<file path="config.mk">
export PLATFORM = sky130hd
export DESIGN_NAME = dino_hit_score
export DESIGN_NICKNAME = d
export VERILOG_FILES = /design/src/rtl/dino_pkg.sv /design/src/rtl/bcd_counter4.sv /design/src/rtl/dino_hit_score.sv
export SDC_FILE = /design/constraint.sdc
export NUM_CORES = 1
export LEC_CHECK = 0
export BUFFER_PORTS_ARGS = -buffer_cell sky130_fd_sc_hd__buf_2
export CAP_MARGIN = 30
export CORE_MARGIN = 10
export CORE_UTILIZATION = 50
export CTS_CLUSTER_SIZE = 16
export DETAILED_ROUTE_END_ITERATION = 16
export HOLD_SLACK_MARGIN = 0.03
export PLACE_DENSITY = 0.77
export REMOVE_ABC_BUFFERS = 1
export SETUP_SLACK_MARGIN = 0.1
export SLEW_MARGIN = 30
export SYNTH_ARGS = -nofsm -noshare
export SYNTH_HDL_FRONTEND = slang
export SYNTH_SLANG_ARGS = --single-unit
</file>
<file path="constraint.sdc">
create_clock -name game_clk -period 2.95 [get_ports game_clk]
set_input_delay 0.59 -clock game_clk [delete_from_list [all_inputs] [get_ports game_clk]]
set_output_delay 0.59 -clock game_clk [all_outputs]
set_load 0.03 [all_outputs]
</file>
<file path="src/rtl/dino_pkg.sv">
// Shared game constants: state/type/behaviour codes and sprite geometry.
// Used by the object controller, renderer and collision/score block.
package dino_pkg;

  typedef enum logic [1:0] {
    GS_INIT  = 2'd0,
    GS_START = 2'd1,
    GS_END   = 2'd2,
    GS_RESET = 2'd3
  } game_state_e;

  typedef enum logic [2:0] {
    LOW_BIRD  = 3'd0,
    HIGH_BIRD = 3'd1,
    SMALL     = 3'd2,
    MANY      = 3'd3,
    BIG       = 3'd4,
    NOTHING   = 3'd5
  } danger_e;

  typedef enum logic {
    SIT   = 1'b0,
    STAND = 1'b1
  } dino_beh_e;

  localparam int GROUND        = 400;

  localparam int STAND_W       = 44;
  localparam int STAND_H       = 47;
  localparam int SIT_W         = 59;
  localparam int SIT_H         = 30;

  localparam int BIRD_W        = 44;
  localparam int BIRD_H        = 33;
  localparam int LOW_BIRD_OFF  = 32;
  localparam int HIGH_BIRD_OFF = 60;

  localparam int SMALL_W       = 19;
  localparam int SMALL_H       = 36;
  localparam int MANY_W        = 77;
  localparam int MANY_H        = 49;
  localparam int BIG_W         = 27;
  localparam int BIG_H         = 50;

endpackage

</file>
<file path="src/rtl/bcd_counter4.sv">
// Four-digit packed-BCD counter with synchronous clear and
// saturation at 9999.
module bcd_counter4 (
  input  logic        game_clk,
  input  logic        rst,
  input  logic        clr,
  input  logic        inc,
  output logic [15:0] q
);

  logic [15:0] nxt;
  logic        carry;

  always_comb begin
    nxt   = q;
    carry = (q != 16'h9999);
    for (int i = 0; i < 4; i++) begin
      if (carry) begin
        if (q[i*4 +: 4] == 4'd9) begin
          nxt[i*4 +: 4] = 4'd0;
        end else begin
          nxt[i*4 +: 4] = q[i*4 +: 4] + 4'd1;
          carry         = 1'b0;
        end
      end
    end
  end

  always_ff @(posedge game_clk or posedge rst) begin
    if (rst) begin
      q <= '0;
    end else if (clr) begin
      q <= '0;
    end else if (inc) begin
      q <= nxt;
    end
  end

endmodule

</file>
<file path="src/rtl/dino_hit_score.sv">
// Dino vs danger-slot collision pipeline, post-restart blanking,
// running BCD score and session high score.
module dino_hit_score #(
  parameter int DINO_X       = 60,
  parameter int GROUND       = dino_pkg::GROUND,
  parameter int SCORE_DIV    = 16,
  parameter int BLANK_CYCLES = 64
) (
  input  logic        game_clk,
  input  logic        rst,
  input  logic [1:0]  game_state,
  input  logic [9:0]  dino_pos,
  input  logic        dino_behavior,
  input  logic [9:0]  danger_pos1,
  input  logic [9:0]  danger_pos2,
  input  logic [9:0]  danger_pos3,
  input  logic [2:0]  danger_type1,
  input  logic [2:0]  danger_type2,
  input  logic [2:0]  danger_type3,
  input  logic        danger_en1,
  input  logic        danger_en2,
  input  logic        danger_en3,
  output logic        isColision,
  output logic [1:0]  hit_slot,
  output logic [15:0] score,
  output logic [15:0] high_score
);
  import dino_pkg::*;

  localparam int DW = (SCORE_DIV > 1) ? $clog2(SCORE_DIV) : 1;
  localparam int BW = $clog2(BLANK_CYCLES + 1);

  // Y ranges are half-open (top, bottom]; rearranged to avoid underflow.
  function automatic logic slot_hit(
    input logic [9:0] pos,
    input logic [2:0] typ,
    input logic       en,
    input logic [9:0] dy,
    input logic       beh
  );
    logic [10:0] g, dx, p, y, dw, dh, w, c, d, l;
    danger_e     t;
    g  = 11'(GROUND);
    dx = 11'(DINO_X);
    p  = {1'b0, pos};
    y  = {1'b0, dy};
    t  = danger_e'(typ);
    dw = (beh == STAND) ? 11'(STAND_W) : 11'(SIT_W);
    dh = (beh == STAND) ? 11'(STAND_H) : 11'(SIT_H);
    w  = '0;
    c  = '0;
    d  = '0;
    unique case (t)
      LOW_BIRD: begin
        w = 11'(BIRD_W);
        c = g - 11'(LOW_BIRD_OFF + BIRD_H);
        d = g - 11'(LOW_BIRD_OFF);
      end
      HIGH_BIRD: begin
        w = 11'(BIRD_W);
        c = g - 11'(HIGH_BIRD_OFF + BIRD_H);
        d = g - 11'(HIGH_BIRD_OFF);
      end
      SMALL: begin
        w = 11'(SMALL_W);
        c = g - 11'(SMALL_H);
        d = g;
      end
      MANY: begin
        w = 11'(MANY_W);
        c = g - 11'(MANY_H);
        d = g;
      end
      BIG: begin
        w = 11'(BIG_W);
        c = g - 11'(BIG_H);
        d = g;
      end
      default: begin
        w = '0;
        c = '0;
        d = '0;
      end
    endcase
    l = (p < w) ? 11'd0 : p - w;
    return en && (typ < 3'd5)
        && (dx < p) && (l < dx + dw)
        && (c < y) && (y < d + dh);
  endfunction

  game_state_e     st, prev_st;
  logic            restart, in_start, in_end_first;
  logic [2:0]      hit_now, h;
  logic [BW-1:0]   blank;
  logic [DW-1:0]   div;
  logic            div_wrap, score_inc;

  assign st           = game_state_e'(game_state);
  assign in_start     = (st == GS_START);
  assign restart      = in_start && (prev_st != GS_START);
  assign in_end_first = (st == GS_END) && (prev_st != GS_END);

  always_comb begin
    hit_now    = '0;
    hit_now[0] = slot_hit(danger_pos1, danger_type1, danger_en1,
                          dino_pos, dino_behavior);
    hit_now[1] = slot_hit(danger_pos2, danger_type2, danger_en2,
                          dino_pos, dino_behavior);
    hit_now[2] = slot_hit(danger_pos3, danger_type3, danger_en3,
                          dino_pos, dino_behavior);
  end

  always_ff @(posedge game_clk or posedge rst) begin
    if (rst) begin
      prev_st <= GS_INIT;
    end else begin
      prev_st <= st;
    end
  end

  always_ff @(posedge game_clk or posedge rst) begin
    if (rst) begin
      blank <= '0;
    end else if (restart) begin
      blank <= BW'(BLANK_CYCLES);
    end else if (in_start && blank != '0) begin
      blank <= blank - 1'b1;
    end
  end

  always_ff @(posedge game_clk or posedge rst) begin
    if (rst) begin
      h <= '0;
    end else if (restart) begin
      h <= '0;
    end else if (in_start && blank == '0) begin
      h <= hit_now;
    end else begin
      h <= '0;
    end
  end

  always_ff @(posedge game_clk or posedge rst) begin
    if (rst) begin
      isColision <= 1'b0;
      hit_slot   <= 2'd0;
    end else if (restart) begin
      isColision <= 1'b0;
      hit_slot   <= 2'd0;
    end else if (h != '0 && !isColision) begin
      isColision <= 1'b1;
      priority case (1'b1)
        h[0]:    hit_slot <= 2'd1;
        h[1]:    hit_slot <= 2'd2;
        default: hit_slot <= 2'd3;
      endcase
    end
  end

  assign div_wrap  = (div == DW'(SCORE_DIV - 1));
  assign score_inc = in_start && !isColision && div_wrap;

  always_ff @(posedge game_clk or posedge rst) begin
    if (rst) begin
      div <= '0;
    end else if (restart) begin
      div <= '0;
    end else if (in_start && !isColision) begin
      div <= div_wrap ? '0 : div + 1'b1;
    end
  end

  bcd_counter4 u_score (
    .game_clk (game_clk),
    .rst      (rst),
    .clr      (restart),
    .inc      (score_inc),
    .q        (score)
  );

  // Packed BCD orders the same as its binary value.
  always_ff @(posedge game_clk or posedge rst) begin
    if (rst) begin
      high_score <= '0;
    end else if (in_end_first && score > high_score) begin
      high_score <= score;
    end
  end

endmodule

</file>
==> impl_metrics.py, run 1 <==
metrics = {
    "detailed_routing": {
        "drt_iter0_markers": 335,
        "routed_wl_mm": 16.9,
        "dr_total_vias": 5905,
        "drtPass1Iterations": 5,
        "drc": 0,
        "wl_met2_mm": 8.55,
        "via_per_inst": 5.79,
        "ant_nets": 0,
        "top_layer": "met4",
        "wire_per_inst_um": 16.6,
        "met1_length_mm": 7.06,
        "wl_met3_um": 819,
    },
    "synthesis": {
        "yosys.cell_count.top_type": "ha_1",
        "synth_edf_count": 0,
        "synthDistinctLibCells": 57,
        "ys_ff_latch": 51,
        "syn-cell-area_sq_um": 5720,
        "syn_inst": 676,
        "yosysWarnings": 0,
        "synth_ff_type": "dfrtp_1",
        "synth_seq_area_share_pct": 22.3,
        "synth_common_cells": "111 x ha_1, 61 x nor2_1, 56 x inv_1",
        "syn_avg_cell_area_sq_um": 8.46,
        "synth_area_leaders": "ha_1 24%, dfrtp_1 22%, o21ai_0 4.4%, nor2_1 4.0%, a21oi_1 3.9%",
        "yosys.area.top_type": "ha_1",
        "synth_top_area_share_pct": 24.3,
        "async_reset_ff_share_pct": 100,
    },
    "layout": {
        "final_util_pct": 69.9,
        "final_area_sq_um": 7710,
        "multi_input_area_sq_um": 4540,
        "fillers": 795,
        "area_growth_pct": 34.8,
        "seq_area_sq_um": 1280,
        "layout-drive-gt1-share_pct": 32.9,
        "nets": 1049,
        "antenna_cells": 0,
    },
    "sta": {
        "fin_worst_skew_ps": 5.97,
        "finalCritPeriodShare_pct": 114,
        "max_clock_freq_mhz": 298,
        "fin_crit_ps": 3360,
        "worstMarginPinSlew_ps": 585,
        "rsz0062_at_grt": "yes",
        "setup_violations": 3,
        "fin_ws_ps": -408,
        "drv_slew": 0,
        "slew_headroom_pct": 60.8,
        "holdWs_ps": 310,
        "final_hold_viol_count": 0,
    },
    "worst_setup_path": {
        "cp_common_cell": "o21ai_2",
        "timing.critical_path.from_type": "input port",
        "cp_num_cells": 18,
        "r2r-end": "high_score[0]$_DFFE_PP0P_",
        "critPathArrivalTime_ps": 3580,
        "required_ps": 3180,
        "cpPeakStageDelay_ps": 290,
        "cp_max_fo": 4,
        "criticalPathCategory": "input port to flop",
        "worst-r2r-setup-slack_ps": 400,
        "r2r-start": "u_score.q[1]$_DFFE_PP0P_",
        "endpoint_kind": "flop",
        "cp_top_family": "compound AO/OA/AOI/OAI gates",
        "cp_slowest_cell": "o31a_1",
        "path_cells": "buf_8, nor2b_4, or2_4, nand2_4, ha_4, nor2b_4, o31a_1, o21ai_2, o21ai_2, nor4_2, nor2b_1, ha_1, a21boi_2, o21a_1, o21ai_2, a211oi_2, a211oi_2, o2111a_1",
        "crit_buf_inv": 1,
        "worstRegToRegCells": 9,
    },
    "min_path": {
        "min_path_type": "input port to asynchronous set/reset pin",
    },
    "cts": {
        "root_buffer": "clkbuf_16",
        "cts_tree": "done",
        "clkSlewWorstSetupHoldPaths_ps": 60,
        "cts_buffers": 5,
        "clk_latency_ps": 290,
        "clock-sinks": 51,
        "htree_levels": 2,
        "cts_buffer_depth": 2,
    },
    "pwr": {
        "powerDensity_nw_per_um2": 487,
        "peakVddDrop_v": 0.000558,
        "total_power_mw": 3.76,
        "leakage_nw": 3.92,
    },
    "floorplan": {
        "die_area_sq_um": 16100,
        "fp.dieH_um": 127,
        "pin_count": 92,
        "start_util_pct": 51.8,
        "num_rows": 38,
        "die-width_um": 127,
        "core_area_sq_um": 11000,
    },
    "placement": {
        "portBuffers": 91,
        "placed_cell_area_sq_um": 7080,
        "dp_slack_ps": -989,
        "dp_hpwl_mm": 13.3,
        "gp_congestion": 0.893,
    },
    "grt": {
        "antenna_found_initial": 0,
        "grt_max_degree": 30,
        "grt_use_total_pct": 19.9,
        "overflow": 0,
        "first_global_vias": 6217,
        "grt_pass1_wl_mm": 27.6,
    },
    "job": {
        "cap_viol_max_count": 0,
    },
    "outcome": {
        "violations": "setup timing",
        "outcome": "finished, violations left",
    },
}
==> cells in the final DEF (no fill, tap or decap), types with 5 or more instances in the layout <==
cell type,Yosys,layout
ha_4,0,8
dfrtp_1,51,51
a211oi_1,18,13
mux2_2,15,15
nand3_1,9,9
o21ai_0,50,37
o21ai_1,1,7
xor2_1,14,14
a21oi_1,44,41
or3_1,10,9
nor2b_1,20,15
buf_2,1,86
a31oi_1,5,5
ha_1,111,103
nand2_1,40,35
o21ai_2,0,6
buf_4,0,115
nand2b_1,17,13
a211oi_2,0,5
inv_1,56,53
nor2_1,61,59
o21a_1,12,12
nor3_1,10,8
xnor2_1,10,10
nand4_1,13,13
clkbuf_16,0,5
mux2i_1,7,7
o211ai_1,5,5
a21o_1,25,25
==> through the flow <==
step / instances / setup TNS, ps
after floorplan: 666 / -1970
after global placement: 999 / -2130
after detailed placement: 999 / -2660
after CTS: 1018 / -828
after global routing: 1019 / -1350
final: 1019 / -816
==> metal layers <==
layer	global-route usage (%)	vias up
met3	2.96	48
met2	37.2	180
met4	7.17	0
met5	0	-
li1	-	2864
met1	22.1	2813
==> worst reg2reg max path, cell delays in order, from the launching register on <==
cell,delay [ps]
dfrtp_1,450
ha_1,350
nor2b_1,160
o21a_1,180
o21a_1,170
o21ai_0,230
o211ai_1,130
o21ai_1,130
buf_4,270
mux2_2,370
==> flip-flops by register name, summed over array words and instances, names as in the netlist <==
register    cells
isColision      1
blank           7
div             4
u_score.q      16
high_score     16
prev_st         2
hit_slot        2
h               3
==> worst max-delay path by stage <==
stage | from | endpoint | slack, ps
final | danger_type3[1] | h[2]$_DFF_PP0_ | -410
after global routing | danger_type2[0] | h[1]$_DFF_PP0_ | -580
after CTS | danger_type3[1] | h[2]$_DFF_PP0_ | -510
after detailed placement | danger_type3[1] | h[2]$_DFF_PP0_ | -990
after global placement | danger_type3[1] | h[2]$_DFF_PP0_ | -790
after floorplan | danger_type3[1] | h[2]$_DFF_PP0_ | -850
==> report_power, final <==
part	internal (mW)	total (mW)	switching [mW]
Combinational	0.918	2.05	1.14
Sequential	0.863	1.05	0.188
Clock	0.400	0.652	0.252
==> cell type report <==
class	count	area share, %
repair buffers	205	17.4
flip-flops and latches	51	16.6
clock inverters	3	0.568
multi-input cells	559	58.8
clock buffers	5	1.62
well taps	140	2.27
inverters	56	2.73
==> logic make-up (layout without fill, tap and decap cells) <==
logic type	after synthesis	after routing	synth area share (%)
other	1	3	0.0656
buffers and inverters	68	269	4.49
AO/OA/AOI/OAI	192	192	22.0
XOR/XNOR	24	24	3.68
adder cells (fa/ha/maj)	114	114	25.3
multiplexers	22	22	4.18
flip-flops	51	51	22.3
AND/OR/NAND/NOR	204	204	18.0
==> what timing repair did <==
item | CTS | global route
endpoints found under the setup margin | 3 | 3
setup buffers | 12 | 1
hold endpoints to repair | 0 | 0
pin swaps | 30 | 17
hold buffers | 0 | 0
gates resized for setup | 70 | 21
(Power assumes the default switching activity.)
==> run 2, diff against run 1 <==
--- a/config.mk
+++ b/config.mk
@@ -15,7 +15,6 @@
 export PLACE_DENSITY = 0.77
 export REMOVE_ABC_BUFFERS = 1
 export SETUP_SLACK_MARGIN = 0.1
-export SLEW_MARGIN = 30
 export SYNTH_ARGS = -nofsm -noshare
 export SYNTH_HDL_FRONTEND = slang
 export SYNTH_SLANG_ARGS = --single-unit
==> constraint.sdc (replaced) <==
create_clock -name game_clk -period 2.95 [get_ports game_clk]
set_input_delay 0.1475 -clock game_clk [delete_from_list [all_inputs] [get_ports game_clk]]
set_output_delay 0.1475 -clock game_clk [all_outputs]
set_load 0.03 [all_outputs]
==> run 2 against run 1 <==
  * The run now ends clean
  * Clock-buffer cell count stayed put
  * Combinational power barely moved
  * Die area did not move
  * Hold slack worse by 190 ps
  * Cell count decreased by 1.7%
==> impl_metrics.py, run 2 (synthesis results as in run 1) <==
metrics = {
    "sta": {
        "finalCritPeriodShare_pct": 97.3,
        "fin_ws_ps": 80.5,
        "fin_crit_ps": 2870,
        "holdWs_ps": 124,
        "setup_violations": 0,
        "rsz0062_at_grt": "yes",
        "worstMarginPinSlew_ps": 598,
        "max_clock_freq_mhz": 348,
        "setup_tns_ps": 0,
        "final_hold_viol_count": 0,
        "slew_headroom_pct": 59.1,
        "drv_slew": 0,
        "fin_worst_skew_ps": 7.53,
    },
    "layout": {
        "final_util_pct": 69.1,
        "final_area_sq_um": 7620,
        "layout-drive-gt1-share_pct": 31.4,
        "reg_top3": "high_score x16, u_score.q x16, blank x7",
        "finalNonFillerCells": 1002,
        "antenna_cells": 0,
        "area_growth_pct": 33.3,
        "final_common_cell": "ha_1",
        "final_cell_mix": "102 x ha_1, 88 x buf_4, 87 x buf_2",
        "nets": 1032,
    },
    "grt": {
        "overflow": 0,
        "first_global_vias": 5979,
        "grt_max_degree": 37,
        "grt_use_total_pct": 19.1,
        "grt_pass1_wl_mm": 26.5,
        "antenna_found_initial": 0,
    },
    "worst_setup_path": {
        "worstSetupEndpoint": "h[1]$_DFF_PP0_",
        "cp_slowest_cell": "a2111oi_2",
        "cp_num_cells": 17,
        "critPathArrivalTime_ps": 3050,
        "cp_top_family": "compound AO/OA/AOI/OAI gates",
        "endpoint_kind": "flop",
        "required_ps": 3130,
        "path_cells": "clkbuf_4, nand2b_4, buf_4, buf_4, ha_4, o21a_1, o31a_2, o221a_4, nor3_4, nor2b_1, ha_1, a21boi_2, o21ai_1, a21oi_1, nor2_1, o31ai_2, a2111oi_2",
        "cp_max_fo": 4,
        "cp-startpoint": "danger_type2[2]",
        "worstRegToRegCells": 9,
        "r2r-end": "high_score[0]$_DFFE_PP0P_",
        "crit_buf_inv": 3,
        "r2r-start": "u_score.q[1]$_DFFE_PP0P_",
        "worst-r2r-setup-slack_ps": 490,
        "timing.critical_path.from_type": "input port",
        "cpPeakStageDelay_ps": 390,
        "cp_common_cell": "buf_4",
        "criticalPathCategory": "input port to flop",
    },
    "cts": {
        "cts_buffer_depth": 2,
        "clock-sinks": 51,
        "clkSlewWorstSetupHoldPaths_ps": 70,
        "cts_buffers": 5,
        "root_buffer": "clkbuf_16",
        "cts_tree": "done",
        "clk_latency_ps": 290,
        "htree_levels": 2,
    },
    "pwr": {
        "power.switching_mw": 1.59,
        "swShare_pct": 41.5,
        "leakage_nw": 3.85,
        "powerDensity_nw_per_um2": 503,
        "peakVddDrop_v": 0.000580,
        "pwr-share-clk_pct": 19.6,
        "seq_power_share_pct": 27.3,
        "p_int_mw": 2.24,
        "total_power_mw": 3.83,
        "power_frac_comb_pct": 53.1,
    },
    "floorplan": {
        "die_area_sq_um": 16100,
        "die-width_um": 127,
        "num_rows": 38,
        "pin_count": 92,
        "core_area_sq_um": 11000,
        "fp.dieH_um": 127,
        "start_util_pct": 51.8,
    },
    "detailed_routing": {
        "ant_nets": 0,
        "drtPass1Iterations": 6,
        "wire_per_inst_um": 17.4,
        "drt_iter0_markers": 317,
        "drc": 0,
        "via_per_inst": 5.95,
        "routed_wl_mm": 17.4,
        "dr_total_vias": 5960,
    },
    "placement": {
        "portBuffers": 91,
        "dp_slack_ps": -537,
        "placed_cell_area_sq_um": 6920,
        "gp_congestion": 0.880,
        "dp_hpwl_mm": 13.3,
        "dpl.cell_count": 977,
    },
    "job": {
        "cap_viol_max_count": 0,
    },
    "min_path": {
        "min_path_type": "input port to flop",
    },
    "outcome": {
        "outcome": "complete, no violations",
    },
}
## run 2: final cells by class
type | instances | area (sq um)
multi-input cells | 559 | 4520
fillers | 839 | 3410
flip-flops and latches | 51 | 1280
repair buffers | 188 | 1250
inverters | 56 | 210
well taps | 140 | 175
clock buffers | 5 | 125
clock inverters | 3 | 67.6
## run 2: worst reg2reg max path, delay by kind of cell (launching register included)
family / cells / cell delay, ps
compound gates: 5 / 810
fa+ha+maj: 1 / 330
buf+inv: 1 / 270
flops: 1 / 450
mux: 1 / 370
simple gates: 1 / 140
## run 2: worst min path at each step
stage | to | from | slack (ps) | cells past startpoint
after detailed placement | u_score.q[8]$_DFFE_PP0P_ | rst | 150 | 2
after global placement | prev_st[0]$_DFF_PP0_ | game_state[0] | 290 | 1
after CTS | h[1]$_DFF_PP0_ | danger_en2 | 120 | 3
after global routing | h[1]$_DFF_PP0_ | danger_en2 | 150 | 3
final | h[1]$_DFF_PP0_ | danger_en2 | 120 | 3
after floorplan | prev_st[0]$_DFF_PP0_ | game_state[0] | 180 | 0
## run 2: power by group through the flow
stage	clock network, mW	registers [mW]	logic, mW
after floorplan	0	1.26	1.02
final	0.750	1.05	2.04
after CTS	0.754	1.04	1.93
after detailed placement	0	1.05	1.87
after global routing	0.782	1.07	2.25
after global placement	0	1.04	1.76
## run 2: timing repair
action,in CTS,in global routing
endpoints found under the setup margin,3,3
hold buffers,3,0
resized for setup,27,69
setup buffers,2,12
pin swaps,14,29
gates cloned,0,0
endpoints found under the hold margin,17,0
## run 2: layer usage
| layer | GRT usage, % | up-vias | wire, um |
|---|---|---|---|
| li1 | - | 2834 | - |
| met1 | 21.9 | 2883 | 7210 |
| met2 | 34.8 | 195 | 8870 |
| met3 | 2.79 | 48 | 805 |
| met4 | 7.23 | 0 | 522 |
| met5 | 0 | - | 0 |
==> run 3, diff against run 2 <==
--- a/config.mk
+++ b/config.mk
@@ -7,12 +7,15 @@
 export LEC_CHECK = 0
 export BUFFER_PORTS_ARGS = -buffer_cell sky130_fd_sc_hd__buf_2
 export CAP_MARGIN = 30
+export CELL_PAD_IN_SITES_DETAIL_PLACEMENT = 1
+export CELL_PAD_IN_SITES_GLOBAL_PLACEMENT = 2
 export CORE_MARGIN = 10
-export CORE_UTILIZATION = 50
+export CORE_UTILIZATION = 35
 export CTS_CLUSTER_SIZE = 16
 export DETAILED_ROUTE_END_ITERATION = 16
 export HOLD_SLACK_MARGIN = 0.03
-export PLACE_DENSITY = 0.77
+export MAX_ROUTING_LAYER = met4
+export PLACE_DENSITY = 0.87
 export REMOVE_ABC_BUFFERS = 1
 export SETUP_SLACK_MARGIN = 0.1
 export SYNTH_ARGS = -nofsm -noshare
==> run 3 against run 2 <==
  * Global-route usage shrank 1.3 points
  * Fmax decreased by 1.6%
  * Die area is 36% higher
  * Highest routed layer unchanged
  * Sequential power about the same
  * Sequential share of layout area fell by 0.64 points
  * Sequential cell count did not move
  * Core utilization is 19 points lower
  * Combinational power grew 4%
  * Hold slack lost 82 ps
  * Cell count increased by 9.4%
  * Wire length grew 16%
==> impl_metrics.py, run 3 (synthesis results as in run 1) <==
metrics = {
    "sta": {
        "holdWs_ps": 41.8,
        "max_clock_freq_mhz": 343,
        "setup_violations": 0,
        "slew_headroom_pct": 53.9,
        "fin_crit_ps": 2920,
        "finalCritPeriodShare_pct": 98.8,
        "drv_slew": 0,
        "rsz0062_at_grt": "yes",
        "final_hold_viol_count": 0,
        "setup_tns_ps": 0,
        "worstMarginPinSlew_ps": 690,
        "fin_worst_skew_ps": 6.67,
    },
    "cts": {
        "cts_buffer_depth": 2,
        "cts_tree": "done",
        "cts_buffers": 5,
        "clkSlewWorstSetupHoldPaths_ps": 60,
        "clk_latency_ps": 290,
        "clock-sinks": 51,
        "htree_levels": 2,
        "root_buffer": "clkbuf_16",
    },
    "layout": {
        "final_cell_mix": "109 x buf_4, 100 x ha_1, 83 x buf_2",
        "area_growth_pct": 38.6,
        "fillers": 1893,
        "reg_top3": "high_score x16, u_score.q x16, blank x7",
        "nets": 1050,
        "final_common_cell": "buf_4",
        "antenna_cells": 0,
        "layout-drive-gt1-share_pct": 34.5,
        "finalNonFillerCells": 1096,
    },
    "placement": {
        "gp_congestion": 0.865,
        "dp_hpwl_mm": 15.6,
        "portBuffers": 91,
        "dpl.cell_count": 1062,
    },
    "worst_setup_path": {
        "worst-r2r-setup-slack_ps": 510,
        "timing.critical_path.from_type": "input port",
        "critPathArrivalTime_ps": 3080,
        "required_ps": 3110,
        "r2r-start": "u_score.q[9]$_DFFE_PP0P_",
        "endpoint_kind": "flop",
        "criticalPathCategory": "input port to flop",
        "cp_max_fo": 4,
        "r2r-end": "u_score.q[6]$_DFFE_PP0P_",
        "worstRegToRegCells": 8,
    },
    "pwr": {
        "leakage_nw": 3.94,
        "peakVddDrop_v": 0.000309,
        "total_power_mw": 3.85,
        "powerDensity_nw_per_um2": 486,
    },
    "min_path": {
        "min_path_type": "input port to flop",
        "holdPathStages": 1,
        "min_from": "game_state[1]",
        "hold_end": "prev_st[1]$_DFF_PP0_",
    },
    "grt": {
        "grt_pass1_wl_mm": 31.9,
        "grt_max_degree": 33,
        "first_global_vias": 6719,
        "overflow": 0,
        "antenna_found_initial": 0,
        "grt_use_total_pct": 17.8,
    },
    "detailed_routing": {
        "drtPass1Iterations": 4,
        "ant_nets": 0,
        "drt_iter0_markers": 211,
        "drc": 0,
        "via_per_inst": 5.40,
        "wire_per_inst_um": 18.4,
        "dr_total_vias": 5916,
        "routed_wl_mm": 20.2,
    },
    "floorplan": {
        "die_area_sq_um": 21800,
        "core_area_sq_um": 15900,
        "pin_count": 92,
        "die-width_um": 148,
        "num_rows": 46,
        "fp.dieH_um": 148,
        "start_util_pct": 35.9,
    },
    "outcome": {
        "outcome": "complete, no violations",
    },
    "job": {
        "cap_viol_max_count": 0,
    },
}
run 3: cell types whose count changed in the layout (fill, tap and decap cells not counted), moves of 3 or more:
cell and change:
buf_4 +21, o21ai_1 -3, ha_4 +3, inv_1 -3, a21oi_2 +3, o21ai_2 +3, buf_6 +3, buf_2 -4
run 3: worst max path at each step:
stage	end	from
final	h[1]$_DFF_PP0_	danger_type2[0]
after detailed placement	h[2]$_DFF_PP0_	danger_type3[1]
after floorplan	h[2]$_DFF_PP0_	danger_type3[1]
after global placement	h[2]$_DFF_PP0_	danger_type3[1]
after CTS	h[2]$_DFF_PP0_	danger_type3[1]
after global routing	h[1]$_DFF_PP0_	danger_type2[0]
run 3: cell type report:
cell class,instances,area [sq um],area share (%)
repair buffers,206,1390,17.5
multi-input cells,559,4600,58.1
inverters,56,213,2.68
well taps,216,270,3.41
flip-flops and latches,51,1280,16.1
clock inverters,2,35.0,0.442
clock buffers,6,139,1.75
run 3: power breakdown:
group	total, mW	internal, mW	switching [mW]
clock	0.674	0.422	0.252
sequential	1.06	0.864	0.195
combinational	2.12	0.943	1.18
total	3.85	2.23	1.63
run 3: critical path: stages:
cell	delay (ps)
buf_8	110
buf_6	120
buf_4	140
a21oi_2	180
inv_2	80
ha_4	160
or3_4	320
o221a_4	240
nor3_4	190
nor2b_1	70
ha_1	290
a21boi_2	170
o21ai_2	140
a21oi_2	70
nor2_2	110
o31ai_2	90
a2111oi_2	440
run 3: routing by layer:
metal  vias to the layer above  GRT usage (%)  part of all wire (%)  wire, um
met2                       119           33.6                    53     10700
met4                         0           4.86                   2.8       558
li1                       2858              -                     -         -
met5                         -              -                     0         0
met3                        44           1.80                   3.2       646
met1                      2895           19.2                    41      8340
run 3: stage by stage:
stage          cell area, sq um  worst slack, ps  utilization (%)
2_1_floorplan              5680             -409                -
3_3_place_gp               7070             -358             44.4
3_5_place_dp               7070             -715             44.4
4_1_cts                    7620             -164             47.8
5_1_grt                    7920             -197             49.7
6_report                   7920             34.3             49.7
run 3: timing repair:
item                                    CTS  global route
hold buffers                              2             0
resized for setup                        63            61
pin swaps                                27            33
endpoints found under the setup margin    3             3
hold endpoints to repair                 32             0
buffers inserted                         17             7
